--- src/rtl/irq_controller_if.sv ---
// rtl/irq_controller_if.sv - config bus and coprocessor request/ack handshake for irq_controller
interface irq_controller_if #(
    parameter int ID_W = 3
);
    logic            cfg_we;
    logic [1:0]      cfg_addr;
    logic [7:0]      cfg_wdata;
    logic [7:0]      cfg_rdata;
    logic            int_req;
    logic [ID_W-1:0] int_id;
    logic            int_ack;
    logic            nmi_req;
    logic            nmi_ack;
    logic            eoi;

    modport master (
        input  cfg_we, cfg_addr, cfg_wdata, int_ack, nmi_ack, eoi,
        output cfg_rdata, int_req, int_id, nmi_req
    );

    modport slave (
        output cfg_we, cfg_addr, cfg_wdata, int_ack, nmi_ack, eoi,
        input  cfg_rdata, int_req, int_id, nmi_req
    );
endinterface

--- src/rtl/irq_controller.sv ---
// rtl/irq_controller.sv - pending/mask/priority interrupt source for the CP0 exception interface
module irq_controller #(
    parameter int NUM_SRC = 6,
    parameter int ID_W    = 3
) (
    input  logic               clk,
    input  logic               reset,
    input  logic [NUM_SRC-1:0] irq_in,
    input  logic               nmi_in,
    irq_controller_if.master   bus
);
    localparam logic [1:0] S_IDLE    = 2'd0;
    localparam logic [1:0] S_REQ     = 2'd1;
    localparam logic [1:0] S_SERVICE = 2'd2;

    logic [1:0]         state;
    logic [NUM_SRC-1:0] mask, pend, edge_sel, irq_prev;
    logic               nmi_prev, nmi_pend, nmi_req_r;
    logic [ID_W-1:0]    int_id_r;

    logic [NUM_SRC-1:0] active, id_sel, w1c, ack_clr, pend_next;
    logic [ID_W-1:0]    winner;
    logic               id_active, ack_take;
    logic [7:0]         status;

    always_comb begin
        active = pend & mask;
        winner = '0;
        // Descending scan so the lowest set index is written last and wins.
        for (int i = NUM_SRC - 1; i >= 0; i--) begin
            if (active[i]) winner = ID_W'(i);
        end
        for (int i = 0; i < NUM_SRC; i++) begin
            id_sel[i] = (int_id_r == ID_W'(i));
        end
        id_active = |(active & id_sel);
        ack_take  = (state == S_REQ) && bus.int_ack;
        w1c       = (bus.cfg_we && bus.cfg_addr == 2'd1) ? bus.cfg_wdata[NUM_SRC-1:0] : '0;
        ack_clr   = ack_take ? id_sel : '0;
        // Edge sources: new edge beats any clear on the same cycle; level sources mirror the line.
        pend_next = (edge_sel & ((irq_in & ~irq_prev) | (pend & ~(w1c | ack_clr))))
                  | (~edge_sel & irq_in);
    end

    always_comb begin
        status            = '0;
        status[7:6]       = state;
        status[5]         = nmi_pend;
        status[ID_W-1:0]  = int_id_r;
        case (bus.cfg_addr)
            2'd0:    bus.cfg_rdata = 8'(mask);
            2'd1:    bus.cfg_rdata = 8'(pend);
            2'd2:    bus.cfg_rdata = 8'(edge_sel);
            default: bus.cfg_rdata = status;
        endcase
    end

    always_ff @(posedge clk) begin
        if (reset) begin
            state     <= S_IDLE;
            mask      <= '0;
            pend      <= '0;
            edge_sel  <= '0;
            irq_prev  <= '0;
            nmi_prev  <= 1'b0;
            nmi_pend  <= 1'b0;
            nmi_req_r <= 1'b0;
            int_id_r  <= '0;
        end else begin
            irq_prev  <= irq_in;
            nmi_prev  <= nmi_in;
            pend      <= pend_next;
            nmi_pend  <= (nmi_in & ~nmi_prev) | (nmi_pend & ~bus.nmi_ack);
            nmi_req_r <= nmi_pend;
            if (bus.cfg_we && bus.cfg_addr == 2'd0) mask     <= bus.cfg_wdata[NUM_SRC-1:0];
            if (bus.cfg_we && bus.cfg_addr == 2'd2) edge_sel <= bus.cfg_wdata[NUM_SRC-1:0];
            case (state)
                S_IDLE: begin
                    if (|active) begin
                        state    <= S_REQ;
                        int_id_r <= winner;
                    end
                end
                S_REQ: begin
                    if (ack_take)        state <= S_SERVICE;
                    else if (!id_active) state <= S_IDLE;
                end
                S_SERVICE: begin
                    if (bus.eoi) state <= S_IDLE;
                end
                default: state <= S_IDLE;
            endcase
        end
    end

    assign bus.int_req = (state == S_REQ);
    assign bus.int_id  = int_id_r;
    assign bus.nmi_req = nmi_req_r;
endmodule
--- src/flat_wrapper.sv ---
// flat-port wrapper written by rule: the top's interface ports become plain ports
module irq_controller_flat 
#(
    parameter int NUM_SRC = 6,
    parameter int ID_W    = 3
)
  (clk, reset, irq_in, nmi_in, bus_cfg_we, bus_cfg_addr, bus_cfg_wdata, bus_int_ack, bus_nmi_ack, bus_eoi, bus_cfg_rdata, bus_int_req, bus_int_id, bus_nmi_req);
  irq_controller_if #(.ID_W(ID_W)) bus_i ();
  input  logic clk;
  input  logic reset;
  input  logic [NUM_SRC-1:0] irq_in;
  input  logic nmi_in;
  input wire logic [$bits(bus_i.cfg_we)-1:0] bus_cfg_we;
  input wire logic [$bits(bus_i.cfg_addr)-1:0] bus_cfg_addr;
  input wire logic [$bits(bus_i.cfg_wdata)-1:0] bus_cfg_wdata;
  input wire logic [$bits(bus_i.int_ack)-1:0] bus_int_ack;
  input wire logic [$bits(bus_i.nmi_ack)-1:0] bus_nmi_ack;
  input wire logic [$bits(bus_i.eoi)-1:0] bus_eoi;
  output wire logic [$bits(bus_i.cfg_rdata)-1:0] bus_cfg_rdata;
  output wire logic [$bits(bus_i.int_req)-1:0] bus_int_req;
  output wire logic [$bits(bus_i.int_id)-1:0] bus_int_id;
  output wire logic [$bits(bus_i.nmi_req)-1:0] bus_nmi_req;
  assign bus_i.cfg_we = bus_cfg_we;
  assign bus_i.cfg_addr = bus_cfg_addr;
  assign bus_i.cfg_wdata = bus_cfg_wdata;
  assign bus_i.int_ack = bus_int_ack;
  assign bus_i.nmi_ack = bus_nmi_ack;
  assign bus_i.eoi = bus_eoi;
  assign bus_cfg_rdata = bus_i.cfg_rdata;
  assign bus_int_req = bus_i.int_req;
  assign bus_int_id = bus_i.int_id;
  assign bus_nmi_req = bus_i.nmi_req;
  irq_controller #(.NUM_SRC(NUM_SRC), .ID_W(ID_W)) u_core (.clk(clk), .reset(reset), .irq_in(irq_in), .nmi_in(nmi_in), .bus(bus_i));
endmodule
--- config.mk ---
export PLATFORM = sky130hd
export DESIGN_NAME = irq_controller_flat
export DESIGN_NICKNAME = d
export VERILOG_FILES = /design/src/rtl/irq_controller_if.sv /design/src/rtl/irq_controller.sv /design/src/flat_wrapper.sv
export SDC_FILE = /design/constraint.sdc
export NUM_CORES = 1
export LEC_CHECK = 0
export CAP_MARGIN = 0
export CORE_ASPECT_RATIO = 0.8
export CORE_UTILIZATION = 52
export CTS_CLUSTER_DIAMETER = 50
export DETAILED_ROUTE_END_ITERATION = 6
export GPL_TIMING_DRIVEN = 0
export PLACE_DENSITY = 0.86
export SLEW_MARGIN = 10
export SYNTH_ARGS = -nofsm -noshare
export SYNTH_HDL_FRONTEND = slang
export SYNTH_SLANG_ARGS = --single-unit
--- constraint.sdc ---
create_clock -name clk -period 2.03 [get_ports clk]
set_input_delay 0.406 -clock clk [delete_from_list [all_inputs] [get_ports clk]]
set_output_delay 0.406 -clock clk [all_outputs]
set_load 0.01 [all_outputs]
==> flow_summary.ini, run 1 <==
[clock_network]
worstSkewPairLatency_ps = 350
path_clk_slew_ps = 90
cts_root_buffer = clkbuf_4
h-tree-depth = 2
cts_buffers = 5
cts.sinks = 32
cts.hold.buffers_added = 0
cts_tree = built
clock_path_buffers = 2

[yosys]
synth.top_cell.area_share_pct = 41.9
synthXorXnorAreaFrac_pct = 0
synthMuxAreaShare_pct = 12.6
synthesis.nets = 191
synth_cell_types = 38
synth_fa_ha_area_share_pct = 0
synth_area_leader_cell = dfxtp_1
yosys.area_share.simple_pct = 24.1
synth-compound-area-share_pct = 16.4
syn_area_sq_mm = 0.00153
ys_seq_elements = 32
synthTopCellsByArea = dfxtp_1 42%, nand2_1 8.3%, mux4_2 7.4%
synth_edf_count = 0
synth.avg_cell_area_sq_um = 9.10
synthArstFlopShare_pct = 0
syn_inst = 168
ys.flop_type = dfxtp_1
ys_warn_count = 0
synth_top_family_by_area = simple AND/OR/NAND/NOR gates
yosysSeqAreaShare_pct = 41.9

[finish]
drive_gt1_share_pct = 14.3
area_growth_syn_to_layout_pct = 29.3
nets = 233
diodes = 0

[grt]
antenna_found_initial = 0
grt_pass1_wl_um = 7160
grt_use_total_pct = 31.0
grt.overflow.total = 0
grt_pass1_vias = 1500
grt_max_degree = 13

[placement]
place.gp.congestion = 0.938
io_buffers = 32
hpwl_um = 3000
dp_slack_ps = -648

[worst_setup_path]
worstSetupPathType = flip-flop to output port
worst-r2r-setup-slack_ps = 510
crit-reg2reg-launch = u_core.bus.int_id[2]
startpoint_type = flip-flop
startpoint = u_core.bus.int_id[1]
crit-reg2reg-capture = u_core.pend[3]
endpoint_kind = output port
path_max_fanout = 10
cp.required_ps = 1620
reg2regPathDepth = 3
arrival_ps = 1560

[timing]
worst_slew_pin_slew_ps = 644
hold_ws_ps = 421
finalHoldViolCount = 0
period_share_pct = 96.8
period_minus_slack_ps = 1970
max_freq_ghz = 0.509
setup_viol = 0
finalMaxSlewViolations = 0
max-slew-margin-rel_pct = 56.5
fin_skew_ps = 6.68
tns_ps = 0
rsz0062_at_grt = false
setup_ws_ps = 64.4

[flow_run]
cap_violations = 0

[detailed_routing]
wirelength_um = 4340
dr_wl_met2_um = 2070
vias_per_cell = 6.14
firstDrtPassIters = 5
highest_layer = met4
dr_wl_met3_um = 495
postRouteAntennaNets = 0
met1_length_um = 1650
route.detailed.drc = 0
routed-via-count = 1523
drtIter0Drc = 121
wl_per_cell_um = 17.5

[pwr]
p_per_area_mw_per_mm2 = 609
max-vdd-ir-drop_mv = 0.382
leakage_nw = 0.737

[die]
io_pins = 36
start_util_pct = 55.3
chipWidth_um = 62.6
design.core.area_sq_mm = 0.00277
rows = 17
die_y_um = 50.5
die-area_sq_mm = 0.00316

[status]
run_status = complete, no violations

[hold_path]
hold_class = input pin to flip-flop
min_from = bus_cfg_we
hold_depth = 3
min_to = u_core.edge_sel[2]
==> cell usage in the layout (no fill, tap or decap), types with 7 or more instances in the layout <==
master,netlist,layout
dfxtp_1,32,30
nor2_1,9,9
nor2b_1,10,9
nand3_1,8,8
a21oi_1,8,8
mux2i_1,8,8
clkdlybuf4s50_1,0,23
dlygate4sd2_1,0,7
nand2_1,34,34
==> worst max path at each step <==
| stage | endpoint | slack (ps) | cells past startpoint |
|---|---|---|---|
| finish | bus_cfg_rdata[1] | 60 | 2 |
| global route | bus_cfg_rdata[1] | 20 | 2 |
| CTS | bus_cfg_rdata[5] | 8 | 4 |
| detailed placement | bus_cfg_rdata[3] | -650 | 7 |
| global placement | bus_cfg_rdata[3] | -600 | 7 |
| floorplan | bus_cfg_rdata[0] | 450 | 2 |
==> cell families after synthesis <==
group,after synthesis
AND/OR/NAND/NOR,74
AO/OA/AOI/OAI,35
flip-flops,32
buffers and inverters,14
multiplexers,13
==> flip-flops by register name, indices dropped and copies added (netlist names) <==
| register | cells |
|---|---|
| u_core.bus.int_id | 3 |
| u_core.nmi_pend | 1 |
| u_core.pend | 6 |
| u_core.state | 2 |
| u_core.nmi_prev | 1 |
| u_core.edge_sel | 6 |
| u_core.irq_prev | 6 |
| u_core.bus.nmi_req | 1 |
| u_core.mask | 6 |
==> stage by stage <==
stage | std cells | power, mW | util [%] | cell area (sq um)
floorplan | 168 | 0.775 | - | 1530
global placement | 238 | 0.856 | 68.6 | 1900
detailed placement | 238 | 0.865 | 68.6 | 1900
CTS | 248 | 1.20 | 71.5 | 1980
global route | 248 | 1.24 | 71.5 | 1980
finish | 248 | 1.20 | 71.5 | 1980
==> final cells by class <==
type	count	area, sq um
multi-input cells	122	815
fillers	214	788
flip-flops and latches	32	643
repair buffers	37	343
plain buffers	9	71.3
well taps	38	47.5
clock buffers	6	41.3
inverters	3	11.3
clock inverters	1	5.00
==> synth_stat cells, drive strengths merged (2+ instances only) <==
master,instances
nand2,34
dfxtp,32
nor2b,10
a21oi,9
nor2,9
mux2i,8
nand3,8
buf,6
a211oi,5
clkbuf,5
mux4,5
o21ai,5
a22o,3
a22oi,3
inv,3
a2111oi,2
a21o,2
and3,2
nand4,2
nor4,2
==> power breakdown <==
| part | switching, mW | internal, mW |
|---|---|---|
| registers | 0.0269 | 0.655 |
| logic | 0.0820 | 0.0971 |
| clock network | 0.216 | 0.127 |
| total | 0.325 | 0.879 |
==> per-layer routing <==
metal  vias up  global-route usage, %
met5         -                      0
met4         0                   16.3
met3        16                   7.50
met2       104                   52.0
met1       712                   37.2
li1        691                      -
==> critical path, cell delays in order (launching register included) <==
cell and delay (ps):
dfxtp_1 430, mux4_2 490, dlygate4sd2_1 290
==> what timing repair did <==
action,in CTS,in global routing
gates resized for setup,18,4
setup endpoints to repair,8,6
pin swaps,0,0
cloned,2,0
buffers inserted,3,0
(Power assumes the default switching activity.)
==> run 2: changes to the inputs <==
--- a/config.mk
+++ b/config.mk
@@ -9,6 +9,7 @@
 export CORE_ASPECT_RATIO = 0.8
 export CORE_UTILIZATION = 52
 export CTS_CLUSTER_DIAMETER = 50
+export CTS_CLUSTER_SIZE = 8
 export DETAILED_ROUTE_END_ITERATION = 6
 export GPL_TIMING_DRIVEN = 0
 export PLACE_DENSITY = 0.86
==> results of run 2 <==
No change in the layout: final DEF, timing and power equal those of run 1.
==> run 3: changes to the inputs <==
--- a/config.mk
+++ b/config.mk
@@ -5,7 +5,6 @@
 export SDC_FILE = /design/constraint.sdc
 export NUM_CORES = 1
 export LEC_CHECK = 0
-export CAP_MARGIN = 0
 export CORE_ASPECT_RATIO = 0.8
 export CORE_UTILIZATION = 52
 export CTS_CLUSTER_DIAMETER = 50
@@ -17,3 +16,4 @@
 export SYNTH_ARGS = -nofsm -noshare
 export SYNTH_HDL_FRONTEND = slang
 export SYNTH_SLANG_ARGS = --single-unit
+export TNS_END_PERCENT = 10
==> flow_summary.ini, run 3 (synthesis gave the netlist of run 1 again) <==
[detailed_routing]
wl_per_cell_um = 17.3
postRouteAntennaNets = 0
route.detailed.drc = 0
routed-via-count = 1506
drtIter0Drc = 88
vias_per_cell = 6.07
firstDrtPassIters = 7
wirelength_um = 4300

[worst_setup_path]
endpoint_kind = output port
worstSetupPathType = flip-flop to output port
arrival_ps = 1590
startpoint_type = flip-flop
cp.required_ps = 1620
path_max_fanout = 9

[pwr]
p_per_area_mw_per_mm2 = 607
finalPower_mw = 1.20
max-vdd-ir-drop_mv = 0.384
leakage_nw = 0.738

[timing]
fin_skew_ps = 6.47
max_freq_ghz = 0.502
setup_viol = 0
period_share_pct = 98.2
tns_ps = 0
finalHoldViolCount = 0
max-slew-margin-rel_pct = 56.5
period_minus_slack_ps = 1990
finalMaxSlewViolations = 0
rsz0062_at_grt = true
worst_slew_pin_slew_ps = 644

[finish]
area_growth_syn_to_layout_pct = 29.1
layout_commonest_cell = nand2_1
drive_gt1_share_pct = 13.8
num-fill-cells = 216
nets = 233
final_cell_mix = 34 x nand2_1, 30 x dfxtp_1, 23 x clkdlybuf4s50_1
diodes = 0

[placement]
hpwl_um = 3000
io_buffers = 32
place.gp.congestion = 0.938

[clock_network]
h-tree-depth = 2
path_clk_slew_ps = 90
cts_tree = built
worstSkewPairLatency_ps = 350
cts_root_buffer = clkbuf_4
clock_path_buffers = 2
cts.sinks = 32
cts_buffers = 5

[grt]
antenna_found_initial = 0
grt.overflow.total = 0
grt_max_degree = 11
grt_pass1_vias = 1498
grt_use_total_pct = 31.0
grt_pass1_wl_um = 7160

[die]
chipWidth_um = 62.6
start_util_pct = 55.3
design.core.area_sq_mm = 0.00277
die-area_sq_mm = 0.00316
die_y_um = 50.5
io_pins = 36
rows = 17

[hold_path]
hold_class = input pin to flip-flop

[status]
run_status = complete, no violations

[flow_run]
cap_violations = 0
[run 3: cell types whose count changed in the layout (fill, tap and decap cells not counted)]
| cell | delta |
|---|---|
| buf_4 | -1 |
| clkdlybuf4s15_1 | +1 |
| buf_2 | +1 |
| clkdlybuf4s15_2 | -1 |
[run 3: worst paths after layout]
| kind | start | to | slack, ps | depth (start not counted) |
|---|---|---|---|---|
| setup / recovery | u_core.bus.int_id[1] | bus_cfg_rdata[1] | 40 | 3 |
| hold / removal | bus_cfg_we | u_core.edge_sel[2] | 430 | 3 |
| setup reg to reg | u_core.bus.int_id[2] | u_core.pend[3] | 510 | 3 |
| hold reg to reg | u_core.nmi_prev | u_core.nmi_pend | 490 | 2 |
[run 3: cell type report]
| class | instances | area, sq um | share of cell area [%] |
|---|---|---|---|
| multi-input cells | 122 | 815 | 41.3 |
| repair buffers | 35 | 327 | 16.6 |
| inverters | 3 | 11.3 | 0.571 |
| plain buffers | 11 | 83.8 | 4.25 |
| flip-flops and latches | 32 | 643 | 32.6 |
| well taps | 38 | 47.5 | 2.41 |
| clock buffers | 6 | 41.3 | 2.09 |
| clock inverters | 1 | 5.00 | 0.254 |
[run 3: routing by layer]
layer  part of all wire (%)  global-route usage, %  up-vias  wire [um]
met5                      0                      0        -          0
met4                    3.0                   16.7        0        127
met3                     10                   7.05       16        439
met2                     48                   52.4       91       2060
met1                     39                   36.9      710       1670
li1                       -                      -      689          -
[run 3: timing repair]
item | CTS | global route
gates cloned | 2 | 0
setup endpoints to repair | 8 | 6
buffers inserted | 1 | 0
pin swaps | 0 | 0
hold buffers | 0 | 0
gates resized for setup | 20 | 4
[run 3: report_power, final]
part	switching, mW	internal, mW
Combinational	0.0828	0.0949
Clock	0.213	0.127
Sequential	0.0251	0.655
[run 3: critical path, stage by stage, from the launching register on]
cell and delay [ps]:
dfxtp_1 310, buf_2 170, mux4_2 460, dlygate4sd2_1 290
[run 3: stage by stage]
step	area, sq um	setup WS (ps)	utilization (%)	instances	hold slack, ps
6_report	1970	36.1	71.4	248	426
5_1_grt	1970	-13.9	71.4	248	433
4_1_cts	1970	8.42	71.4	248	412
3_5_place_dp	1900	-648	68.6	238	460
3_3_place_gp	1900	-595	68.6	238	453
2_1_floorplan	1530	454	-	168	443
